File: src/rtl/mux4_arb_pkg.sv
// Shared types and helpers for the mux4 round-robin arbiter.
package mux4_arb_pkg;

  localparam int unsigned N_REQ = 4;

  typedef enum logic [0:0] {
    StIdle = 1'b0,
    StBusy = 1'b1
  } arb_state_e;

  // Mux select is reversed with respect to the requester index.
  function automatic logic [1:0] owner_to_sel(input logic [1:0] owner);
    return 2'd3 - owner;
  endfunction

  function automatic logic [N_REQ-1:0] idx_to_onehot(input logic [1:0] idx);
    return 4'b0001 << idx;
  endfunction

endpackage

File: src/rtl/mux4_1.sv
// 2-bit 4:1 data mux: sel 0..3 picks in0..in3.
module mux4_1 (
  input  logic [1:0] in0_i,
  input  logic [1:0] in1_i,
  input  logic [1:0] in2_i,
  input  logic [1:0] in3_i,
  input  logic [1:0] sel_i,
  output logic [1:0] y_o
);

  // Plain select decode.
  always_comb begin
    y_o = in0_i;
    case (sel_i)
      2'b00:   y_o = in0_i;
      2'b01:   y_o = in1_i;
      2'b10:   y_o = in2_i;
      default: y_o = in3_i;
    endcase
  end

endmodule

File: src/rtl/rr_pick4.sv
// Combinational round-robin picker: first set request at or above start_i, wrapping 3 -> 0.
module rr_pick4
  import mux4_arb_pkg::*;
(
  input  logic [N_REQ-1:0] req_i,
  input  logic [1:0]       start_i,
  output logic             found_o,
  output logic [1:0]       winner_o
);

  logic [1:0] idx;

  // Scan the four candidates in rotated order; first hit wins.
  always_comb begin
    found_o  = 1'b0;
    winner_o = start_i;
    idx      = start_i;
    for (int k = 0; k < N_REQ; k++) begin
      idx = start_i + 2'(k);
      if (!found_o && req_i[idx]) begin
        found_o  = 1'b1;
        winner_o = idx;
      end
    end
  end

endmodule

File: src/rtl/mux4_rr_arbiter.sv
// Round-robin arbiter sharing a 2-bit 4:1 mux between four requesters.
// Optional hold-time limit enabled by defining ARB_HOLD_LIMIT_EN.
module mux4_rr_arbiter
  import mux4_arb_pkg::*;
#(
  parameter int unsigned MAX_HOLD = 4,
  parameter int unsigned HOLD_W   = 4
) (
  input  logic       clk,
  input  logic       rst_n,
  input  logic [3:0] req,
  input  logic [1:0] d0,
  input  logic [1:0] d1,
  input  logic [1:0] d2,
  input  logic [1:0] d3,
  output logic [3:0] gnt,
  output logic [1:0] sel,
  output logic [1:0] dout,
  output logic       dout_vld
);

  arb_state_e state_q;
  logic [1:0] owner_q;
  logic [1:0] ptr_q;
  logic [3:0] gnt_q;
  logic [1:0] dout_q;
  logic       dout_vld_q;

  logic [3:0] pick_req;
  logic [1:0] pick_start;
  logic       pick_found;
  logic [1:0] pick_winner;
  logic       owner_req;
  logic       rotate;
  logic       take;
  logic       release_gnt;
  logic [1:0] mux_y;

`ifdef ARB_HOLD_LIMIT_EN
  localparam logic [HOLD_W-1:0] HoldLast = HOLD_W'(MAX_HOLD - 1);

  logic [HOLD_W-1:0] hold_cnt_q;

  assign rotate = (hold_cnt_q == HoldLast);
`else
  logic unused_hold_cfg;

  assign unused_hold_cfg = ^{MAX_HOLD, HOLD_W};
  assign rotate          = 1'b0;
`endif

  // Idle searches all requests from the pointer; busy excludes the owner and searches from owner+1.
  always_comb begin
    owner_req = req[owner_q];
    if (state_q == StIdle) begin
      pick_req   = req;
      pick_start = ptr_q;
    end else begin
      pick_req   = req & ~gnt_q;
      pick_start = owner_q + 2'd1;
    end
  end

  rr_pick4 u_pick (
    .req_i    (pick_req),
    .start_i  (pick_start),
    .found_o  (pick_found),
    .winner_o (pick_winner)
  );

  // Decide between a new grant, dropping to idle, or holding the current owner.
  always_comb begin
    take        = 1'b0;
    release_gnt = 1'b0;
    if (state_q == StIdle) begin
      take = pick_found;
    end else begin
      take        = pick_found && (!owner_req || rotate);
      release_gnt = !owner_req && !pick_found;
    end
  end

  // Arbitration FSM with registered grant, owner and rr pointer.
  always_ff @(posedge clk or negedge rst_n) begin
    if (!rst_n) begin
      state_q <= StIdle;
      owner_q <= 2'd0;
      ptr_q   <= 2'd0;
      gnt_q   <= 4'b0000;
    end else if (take) begin
      state_q <= StBusy;
      owner_q <= pick_winner;
      ptr_q   <= pick_winner + 2'd1;
      gnt_q   <= idx_to_onehot(pick_winner);
    end else if (release_gnt) begin
      state_q <= StIdle;
      ptr_q   <= owner_q + 2'd1;
      gnt_q   <= 4'b0000;
    end
  end

`ifdef ARB_HOLD_LIMIT_EN
  // Count cycles the owner keeps the grant; saturate at the limit when nobody else waits.
  always_ff @(posedge clk or negedge rst_n) begin
    if (!rst_n) begin
      hold_cnt_q <= '0;
    end else if (take || release_gnt) begin
      hold_cnt_q <= '0;
    end else if (state_q == StBusy && !rotate) begin
      hold_cnt_q <= hold_cnt_q + HOLD_W'(1);
    end
  end
`endif

  assign sel = owner_to_sel(owner_q);

  mux4_1 u_mux (
    .in0_i (d3),
    .in1_i (d2),
    .in2_i (d1),
    .in3_i (d0),
    .sel_i (sel),
    .y_o   (mux_y)
  );

  // Register the selected data; valid follows the grant by one cycle.
  always_ff @(posedge clk or negedge rst_n) begin
    if (!rst_n) begin
      dout_q     <= 2'b00;
      dout_vld_q <= 1'b0;
    end else begin
      dout_q     <= mux_y;
      dout_vld_q <= |gnt_q;
    end
  end

  assign gnt      = gnt_q;
  assign dout     = dout_q;
  assign dout_vld = dout_vld_q;

endmodule

File: config.mk
export PLATFORM = sky130hd
export DESIGN_NAME = mux4_rr_arbiter
export DESIGN_NICKNAME = d
export VERILOG_FILES = /design/src/rtl/mux4_arb_pkg.sv /design/src/rtl/mux4_1.sv /design/src/rtl/rr_pick4.sv /design/src/rtl/mux4_rr_arbiter.sv
export SDC_FILE = /design/constraint.sdc
export NUM_CORES = 1
export LEC_CHECK = 0
export BUFFER_PORTS_ARGS = -buffer_cell sky130_fd_sc_hd__buf_2
export CORE_MARGIN = 3
export CORE_UTILIZATION = 40
export CTS_BUF_LIST = sky130_fd_sc_hd__clkbuf_8 sky130_fd_sc_hd__clkbuf_16
export DETAILED_ROUTE_END_ITERATION = 12
export REMOVE_ABC_BUFFERS = 1
export SKIP_LAST_GASP = 1
export SYNTH_ARGS = -nofsm -noshare
export SYNTH_HDL_FRONTEND = slang
export SYNTH_HIERARCHICAL = 1
export SYNTH_SLANG_ARGS = --single-unit
File: constraint.sdc
create_clock -name clk -period 8.26 [get_ports clk]
set_clock_uncertainty 0.05 [all_clocks]
set_input_delay 1.239 -clock clk [delete_from_list [all_inputs] [get_ports clk]]
set_output_delay 1.239 -clock clk [all_outputs]
set_load 0.05 [all_outputs]
# Word level (Yosys, flattened, before mapping)
# Cells that the tools add are included.
[totals] reg_bits=12 output_inout_bits=9 input_bits=14 elab_cells=63
[classes] n_reduce_logical=13 n_shift=1 mux=28 n_addsub=6 order_cmp=5 bitwise_logic=2 n_eq_ne=2
[op_table] cell="2-bit by 3-bit less-than comparator with 1-bit output (second input constant)" n=5
[op_table] cell="1-bit two-way mux" n=13
[op_table] cell="2-bit two-way mux" n=6
[op_table] cell="4-bit two-way mux" n=3
[op_table] cell="1-bit binary-select mux with 2-bit select" n=5
[op_table] cell="2-bit by 1-bit adder with 2-bit output (second input constant)" n=3
[op_table] cell="2-bit case mux with 3 select lines" n=1
[op_table] cell="1-bit logical AND" n=5
[op_table] cell="1-bit zero test" n=5
[op_table] cell="2-bit adder (second input constant)" n=2
[op_table] cell="4-bit bitwise AND" n=1
[op_table] cell="4-bit inverter" n=1
[op_table] cell="4-bit OR reduction" n=1
[op_table] cell="1-bit by 2-bit left shift with 4-bit output (first input constant)" n=1
[op_table] cell="2-bit by 1-bit == test with 1-bit output (second input constant)" n=1
[op_table] cell="2-bit == test (second input constant)" n=1
[op_table] cell="2-bit zero test" n=1
[op_table] cell="2-bit nonzero test" n=1
[op_table] cell="2-bit subtractor (first input constant)" n=1

# Depth between registers and ports, before layout
# Gate-level depths: netlist (run 1).
[logic_depth] word_depth=20 ltp_mapped=12

# By module
# The synthesis (run 1) kept the hierarchy.
[by_module_without_submodules] mod="mux4_rr_arbiter" area_per_inst_um2=661.9 cells_per_inst=59 instances=1 seq_area_each_um2=300.3
[by_module_without_submodules] mod="rr_pick4" area_per_inst_um2=96.3 cells_per_inst=16 instances=1 seq_area_each_um2=0.0
[by_module_without_submodules] mod="mux4_1" area_per_inst_um2=52.6 cells_per_inst=2 instances=1 seq_area_each_um2=0.0

# Worst setup path after synthesis (run 1)
# No wires, ideal clock.
[synth_path] path_kind="input to register" start="input port req[3]" end="register ptr_q[1]" cell_stages=9 slack_ns=5.132 path_buffers=0 required_time_ns=8.084 arrival_ns=2.952 setup_time_ns=0.126 path_cell_list="a21boi_0 -> inv_1 -> a21o_1 -> a221oi_2 -> inv_1 -> ha_1 -> mux2i_1 -> o32ai_1 -> a221o_1"
[synth_lines] item="start, declared" line_no="mux4_rr_arbiter.sv:11" text="input logic [3:0] req,"
[synth_lines] item="4-bit bitwise AND" line_no="mux4_rr_arbiter.sv:59" text="pick_req = req & ~gnt_q;"
[synth_lines] item="4-bit two-way mux (*)" line_no="mux4_rr_arbiter.sv:55" text="if (state_q == StIdle) begin"
[synth_lines] item="1-bit binary-select mux with 2-bit select" line_no="rr_pick4.sv:20" text="if (!found_o && req_i[idx]) begin"
[synth_lines] item="1-bit two-way mux (implied by the code)" line_no="rr_pick4.sv:20"
[synth_lines] item="1-bit two-way mux" line_no="rr_pick4.sv:20"
[synth_lines] item="1-bit zero test" line_no="rr_pick4.sv:20"
[synth_lines] item="1-bit logical AND" line_no="rr_pick4.sv:20"
[synth_lines] item="1-bit two-way mux" line_no="rr_pick4.sv:20"
[synth_lines] item="1-bit zero test" line_no="rr_pick4.sv:20"
[synth_lines] item="1-bit logical AND" line_no="rr_pick4.sv:20"
[synth_lines] item="1-bit two-way mux" line_no="rr_pick4.sv:20"
[synth_lines] item="1-bit zero test" line_no="rr_pick4.sv:20"
[synth_lines] item="1-bit logical AND" line_no="rr_pick4.sv:20"
[synth_lines] item="2-bit two-way mux (*)" line_no="rr_pick4.sv:20"
[synth_lines] item="via pick_winner[0]" line_no="mux4_rr_arbiter.sv:32" text="logic [1:0] pick_winner;"
[synth_lines] item="2-bit by 1-bit adder with 2-bit output (*)" line_no="mux4_rr_arbiter.sv:93" text="ptr_q <= pick_winner + 2'd1;"
[synth_lines] item="2-bit two-way mux (*)" line_no="mux4_rr_arbiter.sv:90" text="end else if (take) begin"
[synth_lines] item="end signal, assigned" line_no="mux4_rr_arbiter.sv:93"
[synth_lines] item="end signal, assigned" line_no="mux4_rr_arbiter.sv:97" text="ptr_q <= owner_q + 2'd1;"
[synth_lines] item="end, declared" line_no="mux4_rr_arbiter.sv:24" text="logic [1:0] ptr_q;"
# Mark *: on every way through the listed nets, which the timed path passes. The rest lies on a longest branch. The select of a mux whose other input is x is not followed.
# A chain may end at the register's enable or synchronous reset.

# Final worst setup path (run 1)
[layout_path] start="input port req[3]" end="register ptr_q[1]"
[layout_lines] item="4-bit bitwise AND" line_no="mux4_rr_arbiter.sv:59"
[layout_lines] item="4-bit two-way mux (*)" line_no="mux4_rr_arbiter.sv:55"
[layout_lines] item="via pick_req[3]" line_no="mux4_rr_arbiter.sv:29" text="logic [3:0] pick_req;"
[layout_lines] item="1-bit binary-select mux with 2-bit select" line_no="rr_pick4.sv:20"
[layout_lines] item="1-bit two-way mux (implied by the code)" line_no="rr_pick4.sv:20"
[layout_lines] item="1-bit two-way mux" line_no="rr_pick4.sv:20"
[layout_lines] item="1-bit zero test" line_no="rr_pick4.sv:20"
[layout_lines] item="1-bit logical AND" line_no="rr_pick4.sv:20"
[layout_lines] item="[2 not listed]"
[layout_lines] item="1-bit logical AND" line_no="rr_pick4.sv:20"
[layout_lines] item="1-bit two-way mux" line_no="rr_pick4.sv:20"
[layout_lines] item="1-bit zero test" line_no="rr_pick4.sv:20"
[layout_lines] item="1-bit logical AND" line_no="rr_pick4.sv:20"
[layout_lines] item="2-bit two-way mux (*)" line_no="rr_pick4.sv:20"
[layout_lines] item="via pick_winner[0]" line_no="mux4_rr_arbiter.sv:32"
[layout_lines] item="2-bit by 1-bit adder with 2-bit output (*)" line_no="mux4_rr_arbiter.sv:93"
[layout_lines] item="2-bit two-way mux (*)" line_no="mux4_rr_arbiter.sv:90"
# Marked as above.

==> results of run 1 <==
==> where the power goes <==
part | switching [mW] | internal (mW) | leakage [nW]
combinational | 0.182 | 0.110 | 0.316
clock | 0.0214 | 0.0421 | 0.0288
sequential | 0.0250 | 0.0856 | 0.145
==> state kept, by name, indices dropped and copies added (netlist names) <==
signal	flops
ptr_q	2
dout_vld	1
state_q	1
owner_q	2
dout	2
gnt	4
==> worst max path at each step <==
stage / from / end / slack, ns / depth (start not counted)
2_1_floorplan: req[3] / ptr_q[1] / 5.13 / 9
3_3_place_gp: req[3] / ptr_q[1] / 4.89 / 10
3_5_place_dp: req[3] / ptr_q[1] / 4.78 / 10
4_1_cts: req[3] / ptr_q[1] / 5.02 / 10
5_1_grt: req[3] / ptr_q[1] / 4.80 / 10
6_report: req[3] / ptr_q[1] / 4.99 / 10
==> placed cells by master, fill, tap and decap left out, types with 3 or more instances in the layout <==
| cell type | count |
|---|---|
| dfrtp_1 | 12 |
| clkbuf_8 | 4 |
| a21boi_0 | 4 |
| nor2_1 | 6 |
| ha_1 | 4 |
| nand2_1 | 5 |
| mux2_2 | 3 |
| nand2b_1 | 3 |
| inv_1 | 6 |
| buf_2 | 22 |
| a221o_1 | 3 |
| a21oi_1 | 4 |
| a22o_1 | 3 |
==> cell families after synthesis <==
family	synth area share (%)
AND/OR/NAND/NOR	14.8
buffers and inverters	4.17
multiplexers	15.9
adder cells (fa/ha/maj)	6.17
AO/OA/AOI/OAI	20.8
XOR/XNOR	1.08
flip-flops	37.0
==> final cells by class <==
class	count	area, um2	share of cell area (%)
repair buffers	22	110	11.1
clock buffers	4	55.1	5.53
flip-flops and latches	12	300	30.2
multi-input cells	56	477	47.9
well taps	25	31.3	3.14
inverters	6	22.5	2.26
==> per-layer routing <==
metal	up-vias	global-route usage, %	routed length, um
met5	-	0	0
met4	0	11.7	81
met3	8	4.96	93
met2	26	22.7	861
met1	327	22.3	833
li1	334	-	-
==> metrics by stage <==
| stage | utilization [%] | area (um2) | hold slack (ns) |
|---|---|---|---|
| after floorplan | - | 800 | 0.450 |
| after global placement | 51.7 | 941 | 0.482 |
| after detailed placement | 51.7 | 941 | 0.481 |
| after CTS | 54.7 | 996 | 0.491 |
| after global routing | 54.7 | 996 | 0.514 |
| final | 54.7 | 996 | 0.484 |
==> qor.csv, run 1 <==
stage;metric;value;unit
timing;fin crit share;39.6;%
timing;setup ws final;4.99;ns
placed_design;routability-driven placement congestion ratio;0.802;
die;# rows;15;
clocking;Hold Buf Count CTS;0;
die;IO Pins;23;
synth;EDFF count, synth;0;
placed_design;post-DP HPWL;1480;um
worst_setup_path;critical path's largest stage delay;0.38;ns
timing;RSZ-0062 raised after global routing;false;
timing;Setup TNS;0;ns
worst_setup_path;critical path peak fanout;5;
die;Initial Utilization;44.5;%
power_and_ir_drop;Worst VDD drop;0.228;mV
placed_design;placed insts;121;
detailed_routing;# DRC;0;
clocking;clk slew on worst S/H paths;0.05;ns
clocking;clk sink count;12;
synth;Synth top area share;37.0;%
die;Die Area;2600;um2
synth;Synth Register Bits;12;
detailed_routing;post-route ant nets;0;
timing;# setup viols final;0;
worst_setup_path;Worst EP required;8.33;ns
detailed_routing;final wirelength;1870;um
clocking;root buffer cell;clkbuf_8;
worst_setup_path;startpoint types;primary input;
synth;Yosys Warn Count;6;
timing;Hold Fails Final Rpt;0;
worst_setup_path;worst reg-to-reg path cell count;9;
detailed_routing;First DRT Iteration DRCs;36;
worst_setup_path;WP buf/inv;3;
min_path;hold_sp;gnt[3];
layout;ANT cells;0;
timing;final slew viol count;0;
synth;ys async rst share;100;%
layout;share of cells above drive strength 1;33.0;%
min_path;Hold Crit Depth;1;
power_and_ir_drop;Power per Cell Area;469;nW/um2
status;status;completed;
grt;GR Util All Layers;16.7;%
grt;GRT overflow;0;
grt;vias in the first global route;669;
timing;fin crit period;3.27;ns
worst_setup_path;CP max stage cell;a21boi_0;
placed_design;Port Buffers;22;
worst_setup_path;flop-to-flop setup slack;5.42;ns
worst_setup_path;most used cell, CP;inv_1;
worst_setup_path;RR Endpoint;ptr_q[1];
worst_setup_path;delay-heaviest family, CP;compound AO/OA/AOI/OAI gates;
timing;slew at the pin closest to its max-slew limit;0.495;ns
clocking;CTS tree;done;
detailed_routing;vias per cell;5.56;
detailed_routing;DR pass1 iterations;4;
synth;mapped cell area;811;um2
synth;Post-synth top cells;dfrtp_1 (12), inv_1 (6), nor2_1 (6);
power_and_ir_drop;Leak;0.490;nW
run;maxcap violations;0;
synth;sequential share of the synthesized area;37.0;%
synth;syn avg cell area;10.5;um2
clocking;Clock Latency Late Sink;0.24;ns
synth;biggest area consumer among synthesized cells;dfrtp_1;
clocking;CTS Buf Count;3;
min_path;sink of the worst hold path;dout_vld;
layout;synthesis-to-layout area growth;22.8;%
worst_setup_path;CP arrival;3.35;ns
worst_setup_path;Worst R2R Start;state_q;
detailed_routing;DR vias;695;
synth;Post-Syn Instances;77;
clocking;# H-tree levels;1;
die;Core ar.;1820;um2
die;Die Y;51.0;um
layout;# fillers;169;
min_path;worst min path class;reg -> reg;
synth;Synth cell types;30;
detailed_routing;routed length per placed instance;15.0;um
worst_setup_path;Setup CP Type;in -> reg;
synth;count leader, synth;dfrtp_1;
die;die span in x;51.0;um
synth;Post-synth top flop;dfrtp_1;
layout;non-filler cells, final;125;
timing;fmax;0.305;GHz
synth;synth top area cells;dfrtp_1 (37%), mux4_1 (6.5%), ha_1 (6.2%), mux2_2 (4.2%), a221o_1 (3.7%);
timing;relative slew slack;67.0;%
clocking;clk buf depth;2;
power_and_ir_drop;Tot Pwr;0.467;mW
grt;initial antenna violation count;0;
grt;first-pass GRT wire length;3100;um
worst_setup_path;crit-path cells;buf_2, a21boi_0, inv_1, a21o_1, a221oi_2, inv_1, ha_1, mux2i_1, o32ai_1, a221o_1;
grt;largest net degree at the start of global routing;18;
placed_design;Setup WS pre-CTS;4.78;ns
layout;# nets final;119;
worst_setup_path;crit path capture type;flop;
clocking;post-CTS setup buffers;0;
clocking;CTS resizes;0;
No activity file was read; power rests on OpenSTA's default activity.
==> run 2: changes to the inputs <==
--- a/config.mk
+++ b/config.mk
@@ -10,6 +10,7 @@
 export CORE_UTILIZATION = 40
 export CTS_BUF_LIST = sky130_fd_sc_hd__clkbuf_8 sky130_fd_sc_hd__clkbuf_16
 export DETAILED_ROUTE_END_ITERATION = 12
+export PLACE_DENSITY = 0.66
 export REMOVE_ABC_BUFFERS = 1
 export SKIP_LAST_GASP = 1
 export SYNTH_ARGS = -nofsm -noshare
==> constraint.sdc (replaced) <==
create_clock -name clk -period 2.89 [get_ports clk]
set_clock_uncertainty 0.05 [all_clocks]
set_input_delay 0.4335 -clock clk [delete_from_list [all_inputs] [get_ports clk]]
set_output_delay 0.4335 -clock clk [all_outputs]
set_load 0.05 [all_outputs]
==> qor.csv, run 2 (same netlist as run 1, synthesis figures left out) <==
stage;metric;value;unit;change
die;Die Area;2600;um2;unchanged
timing;# setup viols final;0;;unchanged
clocking;# H-tree levels;1;;unchanged
grt;GR Util All Layers;14.8;%;-1.9 points
worst_setup_path;RR Endpoint;ptr_q[1];;
worst_setup_path;startpoint types;flop;;
worst_setup_path;Worst EP required;2.96;ns;-5.37 ns
die;Initial Utilization;44.5;%;unchanged
clocking;CTS Buf Count;3;;unchanged
placed_design;post-DP HPWL;1480;um;-0.13%
layout;register area;300;um2;unchanged
power_and_ir_drop;Power per Cell Area;1320;nW/um2;+180%
detailed_routing;post-route ant nets;0;;unchanged
layout;commonest non-fill, non-tap cell in the layout;buf_2;;
layout;synthesis-to-layout area growth;23.8;%;
timing;final slew viol count;0;;unchanged
die;Die Y;51.0;um;unchanged
placed_design;Port Buffers;22;;unchanged
clocking;root buffer cell;clkbuf_8;;
worst_setup_path;Setup CP Type;reg -> reg;;
placed_design;routability-driven placement congestion ratio;0.800;;-0.15%
timing;fmax;0.380;GHz;
grt;vias in the first global route;641;;-4.2%
power_and_ir_drop;Leak;0.495;nW;+0.98%
worst_setup_path;flop-to-flop setup slack;0.26;ns;-5.16 ns
power_and_ir_drop;Worst VDD drop;0.667;mV;+190%
die;die span in x;51.0;um;unchanged
detailed_routing;DR pass1 iterations;4;;unchanged
timing;relative slew slack;69.6;%;+2.6 points
timing;Hold Fails Final Rpt;0;;unchanged
timing;RSZ-0062 raised after global routing;false;;
timing;Setup TNS;0;ns;unchanged
layout;non-filler cells, final;126;;+0.80%
power_and_ir_drop;Tot Pwr;1.33;mW;+180%
clocking;post-CTS setup buffers;0;;unchanged
worst_setup_path;worst reg-to-reg path cell count;9;;unchanged
min_path;worst min path class;in -> async;;
clocking;CTS tree;done;;
detailed_routing;# DRC;0;;unchanged
clocking;CTS resizes;0;;unchanged
layout;share of cells above drive strength 1;33.7;%;+0.66 points
die;Core ar.;1820;um2;unchanged
clocking;clk sink count;12;;unchanged
grt;initial antenna violation count;0;;unchanged
clocking;clk slew on worst S/H paths;0.05;ns;about the same
detailed_routing;DR vias;678;;-2.4%
layout;Layout Utilization;55.1;%;+0.41 points
status;status;completed;;
timing;fin crit period;2.63;ns;
clocking;clk buf depth;2;;unchanged
layout;# nets final;120;;+0.84%
worst_setup_path;crit path capture type;flop;;
timing;slew at the pin closest to its max-slew limit;0.452;ns;-0.0426 ns
timing;fin crit share;91.1;%;
layout;commonest cells after routing, fill and taps aside;buf_2 (22), dfrtp_1 (12), inv_1 (6), nor2_1 (6), nand2_1 (5);;
layout;# fillers;172;;+1.8%
placed_design;placed insts;122;;+0.83%
worst_setup_path;Worst R2R Start;state_q;;
grt;largest net degree at the start of global routing;13;;-5
layout;multi-input logic area;477;um2;unchanged
worst_setup_path;critical path peak fanout;12;;+7
detailed_routing;final wirelength;1790;um;-4.3%
run;maxcap violations;0;;unchanged
detailed_routing;First DRT Iteration DRCs;15;;-58%
clocking;Hold Buf Count CTS;0;;unchanged
layout;max reg flops;4;;unchanged
detailed_routing;routed length per placed instance;14.2;um;-5.1%
grt;GRT overflow;0;;unchanged
grt;first-pass GRT wire length;2820;um;-8.9%
layout;ANT cells;0;;unchanged
worst_setup_path;CP arrival;2.70;ns;-0.65 ns
detailed_routing;vias per cell;5.38;;-3.2%
die;IO Pins;23;;unchanged
die;# rows;15;;unchanged
clocking;Clock Latency Late Sink;0.24;ns;about the same
run 2: changes by cell type in the layout (fill, tap and decap cells not counted), sizes merged:
cell	previous run	this run
buf	22	23
run 2: how the worst max path moves through the flow:
stage	start	endpoint	slack (ns)	cells after the start
final	state_q	ptr_q[1]	0.26	9
after global routing	state_q	ptr_q[1]	0.03	9
after CTS	state_q	ptr_q[1]	0.24	9
after detailed placement	req[3]	ptr_q[1]	0.24	10
after global placement	state_q	ptr_q[1]	0.34	9
after floorplan	owner_q[0]	ptr_q[1]	0.24	10
run 2: where the power goes:
part / internal, mW / total [mW] / switching [mW]
clock network: 0.120 / 0.176 / 0.0564
registers: 0.245 / 0.312 / 0.0668
logic: 0.320 / 0.839 / 0.519
run 2: critical path, cell delays in order, from the launching register on:
cell and delay [ns]:
dfrtp_1 0.54, a21boi_0 0.24, nor2b_1 0.20, a21o_1 0.16, a221oi_2 0.33, inv_1 0.15
ha_1 0.33, mux2i_1 0.14, o32ai_1 0.10, a221o_1 0.26
run 2: cell type report:
cell class	instances	share of cell area, %
inverters	6	2.24
clock buffers	4	5.49
multi-input cells	56	47.5
flip-flops and latches	12	29.9
repair buffers	23	11.7
well taps	25	3.12
run 2: per-layer routing:
layer  GRT usage, %  wire length [um]
met5              0                 0
met4           4.04                15
met3           5.25                73
met2           25.3               907
met1           17.3               793
run 2: through the flow:
| stage | cell area [um2] | hold WS [ns] | setup WS (ns) |
|---|---|---|---|
| 2_1_floorplan | 800 | 0.0879 | 0.237 |
| 3_3_place_gp | 948 | 0.269 | 0.335 |
| 3_5_place_dp | 948 | 0.273 | 0.239 |
| 4_1_cts | 1000 | 0.0172 | 0.239 |
| 5_1_grt | 1000 | 0.0183 | 0.0313 |
| 6_report | 1000 | 0.0143 | 0.256 |
